`src/rtl/exec_completion_arbiter_if.sv`:
```
// ---------------------------------------------------------------------------
// exec_completion_arbiter_if
//
// Bundle between the execute-stage completion sources and the completion
// arbiter, plus the arbiter's serialised output toward the CDB broadcaster.
//
//   flush         : synchronous squash of all pending completions
//   src_valid     : per-source completion strobe
//   src_tag       : per-source PRF tag, source i at [i*TAG_W +: TAG_W]
//   src_ready     : per-source FIFO not full
//   exec_done     : registered completion valid
//   exec_dest_prf : registered completion tag
//   pending_cnt   : total queued entries
//
// Modports: master = execute stage / testbench side, slave = arbiter.
// ---------------------------------------------------------------------------
interface exec_completion_arbiter_if #(
  parameter int NUM_SRC = 2,
  parameter int DEPTH   = 4,
  parameter int TAG_W   = 6
);
  localparam int PEND_W = $clog2(NUM_SRC * DEPTH + 1);

  logic                     flush;
  logic [NUM_SRC-1:0]       src_valid;
  logic [NUM_SRC*TAG_W-1:0] src_tag;
  logic [NUM_SRC-1:0]       src_ready;
  logic                     exec_done;
  logic [TAG_W-1:0]         exec_dest_prf;
  logic [PEND_W-1:0]        pending_cnt;

  modport master (
    output flush, src_valid, src_tag,
    input  src_ready, exec_done, exec_dest_prf, pending_cnt
  );

  modport slave (
    input  flush, src_valid, src_tag,
    output src_ready, exec_done, exec_dest_prf, pending_cnt
  );
endinterface

```
`src/rtl/exec_completion_arbiter.sv`:
```
// ---------------------------------------------------------------------------
// exec_completion_arbiter
//
// Collects completion tags from NUM_SRC functional units into one small FIFO
// per source and drains one completion per cycle, round-robin, into the
// registered exec_done / exec_dest_prf pair feeding the CDB broadcaster.
//
// Ports:
//   clk     : clock, rising edge
//   reset_n : asynchronous active-low reset
//   bus     : exec_completion_arbiter_if.slave (sources in, completion out)
//
// Optional feature macro: COMPLETION_BYPASS_EN
//   When defined and every FIFO is empty, the incoming sources are arbitrated
//   directly and the winner's tag goes straight to the output register
//   (latency 1); losers enqueue normally. When undefined every completion
//   takes the queued path (latency 2).
// ---------------------------------------------------------------------------
module exec_completion_arbiter #(
  parameter int NUM_SRC = 2,
  parameter int DEPTH   = 4,
  parameter int TAG_W   = 6
) (
  input logic                     clk,
  input logic                     reset_n,
  exec_completion_arbiter_if.slave bus
);
  localparam int PTR_W  = $clog2(DEPTH);
  localparam int CNT_W  = $clog2(DEPTH + 1);
  localparam int RR_W   = $clog2(NUM_SRC);
  localparam int PEND_W = $clog2(NUM_SRC * DEPTH + 1);

  logic [TAG_W-1:0]   mem    [NUM_SRC][DEPTH];
  logic [PTR_W-1:0]   wr_ptr [NUM_SRC];
  logic [PTR_W-1:0]   rd_ptr [NUM_SRC];
  logic [CNT_W-1:0]   cnt    [NUM_SRC];
  logic [RR_W-1:0]    rr_ptr;
  logic               done_q;
  logic [TAG_W-1:0]   tag_q;
  logic [PEND_W-1:0]  pend_q;

  logic [NUM_SRC-1:0] not_empty;
  logic [NUM_SRC-1:0] ready;
  logic [NUM_SRC-1:0] push_en;
  logic [NUM_SRC-1:0] pop_en;
  logic               gnt_vld;
  logic               byp_vld;
  logic               sel_vld;
  logic [RR_W-1:0]    gnt_idx;
  logic [RR_W-1:0]    byp_idx;
  logic [RR_W-1:0]    sel_idx;
  logic [TAG_W-1:0]   sel_tag;
  logic [PEND_W-1:0]  push_num;

  // First requester at or after ptr, wrapping modulo NUM_SRC. Scanning from
  // the farthest offset down lets the nearest requester overwrite the pick.
  function automatic logic [RR_W-1:0] rr_pick(input logic [NUM_SRC-1:0] req,
                                               input logic [RR_W-1:0]    ptr);
    logic [RR_W:0]   pos;
    logic [RR_W-1:0] pick;
    pick = ptr;
    for (int k = NUM_SRC - 1; k >= 0; k--) begin
      pos = {1'b0, ptr} + (RR_W+1)'(k);
      if (pos >= (RR_W+1)'(NUM_SRC)) pos = pos - (RR_W+1)'(NUM_SRC);
      if (req[pos[RR_W-1:0]]) pick = pos[RR_W-1:0];
    end
    return pick;
  endfunction

  function automatic logic [RR_W-1:0] rr_inc(input logic [RR_W-1:0] idx);
    return (idx == RR_W'(NUM_SRC - 1)) ? '0 : idx + 1'b1;
  endfunction

  // Ready looks only at the registered count, so a full FIFO refuses a push
  // even in the cycle it is being popped.
  for (genvar i = 0; i < NUM_SRC; i++) begin : g_src
    assign not_empty[i] = (cnt[i] != '0);
    assign ready[i]     = (cnt[i] != CNT_W'(DEPTH));
    assign pop_en[i]    = gnt_vld && (gnt_idx == RR_W'(i));
  end

  assign gnt_vld = |not_empty;
  assign gnt_idx = rr_pick(not_empty, rr_ptr);

`ifdef COMPLETION_BYPASS_EN
  // All FIFOs empty: arbitrate the incoming strobes directly. Every source
  // is ready here because every count is zero.
  assign byp_vld = !gnt_vld && (|bus.src_valid);
  assign byp_idx = rr_pick(bus.src_valid, rr_ptr);
`else
  assign byp_vld = 1'b0;
  assign byp_idx = '0;
`endif

  assign sel_vld = gnt_vld | byp_vld;
  assign sel_idx = gnt_vld ? gnt_idx : byp_idx;
  assign sel_tag = gnt_vld ? mem[gnt_idx][rd_ptr[gnt_idx]]
                           : bus.src_tag[byp_idx*TAG_W +: TAG_W];

  // NOTE: every variable written in always_comb gets a default before the
  // loop, so no path leaves it unassigned and no latch is inferred.
  always_comb begin
    push_en  = '0;
    push_num = '0;
    for (int i = 0; i < NUM_SRC; i++) begin
      push_en[i] = bus.src_valid[i] && ready[i] &&
                   !(byp_vld && (byp_idx == RR_W'(i)));
      push_num   = push_num + PEND_W'(push_en[i]);
    end
  end

  // NOTE: the tag storage has no reset; the counts and pointers define which
  // entries are live, so stale contents are never observed.
  always_ff @(posedge clk) begin
    for (int i = 0; i < NUM_SRC; i++) begin
      if (push_en[i]) mem[i][wr_ptr[i]] <= bus.src_tag[i*TAG_W +: TAG_W];
    end
  end

  // NOTE: state registers use non-blocking assignments so every update in
  // this block sees the pre-edge values of the others.
  always_ff @(posedge clk or negedge reset_n) begin
    if (!reset_n) begin
      for (int i = 0; i < NUM_SRC; i++) begin
        wr_ptr[i] <= '0;
        rd_ptr[i] <= '0;
        cnt[i]    <= '0;
      end
      rr_ptr <= '0;
      done_q <= 1'b0;
      tag_q  <= '0;
      pend_q <= '0;
    end else if (bus.flush) begin
      // Squash everything, including pushes presented this cycle; the last
      // broadcast tag is simply held.
      for (int i = 0; i < NUM_SRC; i++) begin
        wr_ptr[i] <= '0;
        rd_ptr[i] <= '0;
        cnt[i]    <= '0;
      end
      rr_ptr <= '0;
      done_q <= 1'b0;
      pend_q <= '0;
    end else begin
      for (int i = 0; i < NUM_SRC; i++) begin
        if (push_en[i]) wr_ptr[i] <= wr_ptr[i] + 1'b1;
        if (pop_en[i])  rd_ptr[i] <= rd_ptr[i] + 1'b1;
        cnt[i] <= cnt[i] + CNT_W'(push_en[i]) - CNT_W'(pop_en[i]);
      end
      done_q <= sel_vld;
      if (sel_vld) begin
        tag_q  <= sel_tag;
        rr_ptr <= rr_inc(sel_idx);
      end
      pend_q <= pend_q + push_num - PEND_W'(gnt_vld);
    end
  end

  assign bus.src_ready     = ready;
  assign bus.exec_done     = done_q;
  assign bus.exec_dest_prf = tag_q;
  assign bus.pending_cnt   = pend_q;

endmodule

```
`src/flat_wrapper.sv`:
```
// flat-port wrapper written by rule: the top's interface ports become plain ports
module exec_completion_arbiter_flat 
#(
  parameter int NUM_SRC = 2,
  parameter int DEPTH   = 4,
  parameter int TAG_W   = 6
)
  (clk, reset_n, bus_flush, bus_src_valid, bus_src_tag, bus_src_ready, bus_exec_done, bus_exec_dest_prf, bus_pending_cnt);
  exec_completion_arbiter_if #(.NUM_SRC(NUM_SRC), .DEPTH(DEPTH), .TAG_W(TAG_W)) bus_i ();
  input logic clk;
  input logic reset_n;
  input wire logic [$bits(bus_i.flush)-1:0] bus_flush;
  input wire logic [$bits(bus_i.src_valid)-1:0] bus_src_valid;
  input wire logic [$bits(bus_i.src_tag)-1:0] bus_src_tag;
  output wire logic [$bits(bus_i.src_ready)-1:0] bus_src_ready;
  output wire logic [$bits(bus_i.exec_done)-1:0] bus_exec_done;
  output wire logic [$bits(bus_i.exec_dest_prf)-1:0] bus_exec_dest_prf;
  output wire logic [$bits(bus_i.pending_cnt)-1:0] bus_pending_cnt;
  assign bus_i.flush = bus_flush;
  assign bus_i.src_valid = bus_src_valid;
  assign bus_i.src_tag = bus_src_tag;
  assign bus_src_ready = bus_i.src_ready;
  assign bus_exec_done = bus_i.exec_done;
  assign bus_exec_dest_prf = bus_i.exec_dest_prf;
  assign bus_pending_cnt = bus_i.pending_cnt;
  exec_completion_arbiter #(.NUM_SRC(NUM_SRC), .DEPTH(DEPTH), .TAG_W(TAG_W)) u_core (.clk(clk), .reset_n(reset_n), .bus(bus_i));
endmodule
```
`config.mk`:
```
export PLATFORM = sky130hd
export DESIGN_NAME = exec_completion_arbiter_flat
export DESIGN_NICKNAME = d
export VERILOG_FILES = /design/src/rtl/exec_completion_arbiter_if.sv /design/src/rtl/exec_completion_arbiter.sv /design/src/flat_wrapper.sv
export SDC_FILE = /design/constraint.sdc
export NUM_CORES = 1
export LEC_CHECK = 0
export CELL_PAD_IN_SITES_DETAIL_PLACEMENT = 0
export CELL_PAD_IN_SITES_GLOBAL_PLACEMENT = 1
export CORE_MARGIN = 2
export CORE_UTILIZATION = 50
export DETAILED_ROUTE_END_ITERATION = 10
export DONT_BUFFER_PORTS = 1
export PLACE_DENSITY = 0.85
export SETUP_SLACK_MARGIN = 0.5
export SLEW_MARGIN = 10
export SYNTH_ARGS = -nofsm -noshare
export SYNTH_HDL_FRONTEND = slang
export SYNTH_SLANG_ARGS = --single-unit
```
`constraint.sdc`:
```
create_clock -name clk -period 3.4 [get_ports clk]
set_input_delay 0.68 -clock clk [delete_from_list [all_inputs] [get_ports clk]]
set_output_delay 0.68 -clock clk [all_outputs]
set_load 0.02 [all_outputs]
```
==> flow_summary.json <==
{
  "setup_viol": 0,
  "nFillCells": 531,
  "syn_inst": 258,
  "timing.final.crit_share": 0.770,
  "max-vdd-ir-drop_uv": 444,
  "hold_buffers": 0,
  "drc": 0,
  "grtUsageTotal": 0.188,
  "cts_buffers": 9,
  "cts_tree": "yes",
  "p_leak_nw": 1.51,
  "multiInputGateArea_sq_um": 1180,
  "synth_area_sq_um": 3440,
  "drtPass1Iterations": 4,
  "ys_seq_area_frac": 0.608,
  "synth_seq_cells": 74,
  "ys.warnings.count": 0,
  "clk_pin_slew_ps": 70,
  "finalNetCount": 299,
  "drive_gt1_frac": 0.0902,
  "period_needed_ps": 2620,
  "drt_first_iter_violations": 157,
  "io_pins": 30,
  "tightest_slew_ps": 544,
  "start_kind": "register",
  "clockBufferDepth": 2,
  "dp_cells": 330,
  "vias": 1894,
  "dp_hpwl_microns": 4450,
  "finalMaxSlewViolations": 0,
  "fmax_ghz": 0.382,
  "p_per_area_nw_per_um2": 946,
  "start_util": 0.512,
  "ant_nets": 0,
  "wl_microns": 6440,
  "synth_area_leaders": "edfxtp_1 42%, dfrtp_1 19%, ha_1 6.5%, mux2i_1 5.2%, inv_1 2.4%",
  "clock_skew_ps": 5.12,
  "grt_max_degree": 27,
  "max-slew-margin-rel": 0.637,
  "ctsRootBufferMaster": "clkbuf_8",
  "rows": 30,
  "r2r_start": "u_core.cnt[1]$_DFF_PN0_",
  "worstSetupStartpoint": "u_core.cnt[1]$_DFF_PN0_",
  "outcome": "completed",
  "rsz0062_at_grt": "no",
  "clock_latency_ps": 340,
  "clock-sinks": 74,
  "synth_top_area_frac": 0.419,
  "h-tree-depth": 3,
  "worstPathArrival_ps": 2860,
  "cp_data_required_time_ps": 3640,
  "fin_tns_setup_ps": 0,
  "crit_type": "reg -> reg",
  "drv_cap": 0,
  "portBuffers": 0,
  "synth_area_per_cell_sq_um": 13.3,
  "cp_max_fo": 6,
  "grt_overflow_total": 0,
  "core-area_sq_um": 6720,
  "wire_per_inst_microns": 18.6,
  "grt_pass1_vias": 1972,
  "grt_pass1_wl_microns": 10200,
  "end_kind": "register",
  "fp.dieArea_sq_um": 7560,
  "finalHoldViolations": 0,
  "diodes": 0,
  "yosysUniqueCellTypes": 36,
  "die_w_microns": 87.0,
  "gp_congestion": 0.745,
  "vias_per_cell": 5.47,
  "regArea_sq_um": 2090,
  "syn_nets": 296,
  "antenna_found_initial": 0,
  "post_cts_resized": 0,
  "fp.dieH_microns": 87.0,
  "areaGrowthSynthToFinish_pct": 6.83,
  "instances_no_fill": 346,
  "hold_path.class": "in -> async",
  "yosysTopAreaCell": "edfxtp_1",
  "cts_setup_buffers": 0
}
-- sequential cells by signal (all words and copies together), names as in the netlist --
register and cells:
u_core.bus.exec_dest_prf 6, u_core.bus.exec_done 1, u_core.bus.pending_cnt 4, u_core.cnt 6
u_core.mem 48, u_core.rd_ptr 4, u_core.rr_ptr 1, u_core.wr_ptr 4
-- power by group --
part / total, W / internal [W] / switching, W
registers: 0.00138 / 0.00115 / 0.000224
logic: 0.00140 / 0.000623 / 0.000774
clock network: 0.000704 / 0.000399 / 0.000305
-- cells in the final DEF, fill, tap and decap left out, types with 3 or more instances in the layout --
cell type	n
edfxtp_1	48
dfrtp_1	26
inv_1	22
nor2_1	21
mux2i_1	18
ha_1	18
nand2_1	15
clkbuf_8	12
o21ai_0	10
a21oi_1	9
xnor2_1	9
and3_1	8
nor2b_1	5
xor2_1	4
a31oi_1	4
a221oi_2	4
nand3_1	3
fa_1	3
-- cells by family (layout without fill, tap and decap cells) --
| kind of cell | after synthesis | after routing | synth area share |
|---|---|---|---|
| AOI/OAI and AO/OA | 32 | 32 | 0.0654 |
| xor gates and xnor gates | 13 | 13 | 0.0331 |
| buffers and inverters | 32 | 40 | 0.0483 |
| muxes | 21 | 21 | 0.0676 |
| and+or+nand+nor | 63 | 63 | 0.0887 |
| DFF | 74 | 74 | 0.608 |
| adders and majority gates | 23 | 23 | 0.0891 |
-- layer usage --
layer  vias to the layer above  track usage  part of all wire
met1                       933        0.230              0.43
met4                         0       0.0597             0.012
met3                         8       0.0664             0.055
li1                        912            -                 -
met2                        41        0.312              0.50
met5                         -            0                 0
-- synth_stat cells --
| cell | instances |
|---|---|
| a21o_1 | 1 |
| a21oi_1 | 9 |
| a221o_1 | 2 |
| a221oi_2 | 4 |
| a31oi_1 | 4 |
| and2_1 | 2 |
| and3_1 | 8 |
| buf_6 | 2 |
| buf_8 | 1 |
| clkbuf_1 | 4 |
| clkbuf_8 | 2 |
| clkinv_1 | 1 |
| dfrtp_1 | 26 |
| edfxtp_1 | 48 |
| fa_1 | 3 |
| ha_1 | 18 |
| inv_1 | 22 |
| maj3_1 | 1 |
| maj3_2 | 1 |
| mux2_4 | 2 |
| mux2i_1 | 18 |
| mux2i_4 | 1 |
| nand2_1 | 15 |
| nand2b_1 | 1 |
| nand3_1 | 3 |
| nand4_1 | 2 |
| nor2_1 | 21 |
| nor2b_1 | 5 |
| nor3_1 | 2 |
| nor3b_1 | 2 |
| o21ai_0 | 10 |
| o221ai_1 | 2 |
| or3_1 | 1 |
| or3_4 | 1 |
| xnor2_1 | 9 |
| xor2_1 | 4 |
-- worst paths after layout --
path	depth (start not counted)	endpoint	slack (ps)
worst max-delay path	12	u_core.bus.pending_cnt[3]$_DFF_PN0_	780
worst min-delay path	0	u_core.bus.exec_dest_prf[0]$_DFFE_PN0P_	20
worst max register to register	12	u_core.bus.pending_cnt[3]$_DFF_PN0_	780
worst min register to register	2	u_core.wr_ptr[1]$_DFFE_PN0P_	590
max in group asynchronous	0	u_core.wr_ptr[1]$_DFFE_PN0P_	3290
min in group clk	1	u_core.cnt[4]$_DFF_PN0_	400
-- area by class of cell --
| class | instances | area share |
|---|---|---|
| Clock buffer | 14 | 0.0470 |
| Clock inverter | 2 | 0.00953 |
| Inverter | 23 | 0.0235 |
| Multi-Input combinational cell | 152 | 0.322 |
| Sequential cell | 74 | 0.569 |
| Tap cell | 80 | 0.0272 |
| Timing Repair Buffer | 1 | 0.00204 |
-- per-stage QoR --
step	power [W]	util	instance area, sq um	hold WS, ps	setup slack, ps
after CTS	0.00351	0.547	3680	10.6	764
final	0.00348	0.547	3680	23.3	784
after global placement	0.00275	0.516	3470	385	780
after global routing	0.00374	0.547	3680	1.06	583
after detailed placement	0.00280	0.516	3470	385	785
after floorplan	0.00262	-	3440	384	903
-- worst max-delay path: stages, from the launching register on --
cell and delay [ps]:
dfrtp_1 420, inv_1 120, nand3_1 310, and2_1 350
ha_1 200, inv_1 50, ha_1 210, inv_1 100
ha_1 240, a21o_1 160, a21oi_1 180, xnor2_1 130
nor2_1 50
(Power assumes the default switching activity.)
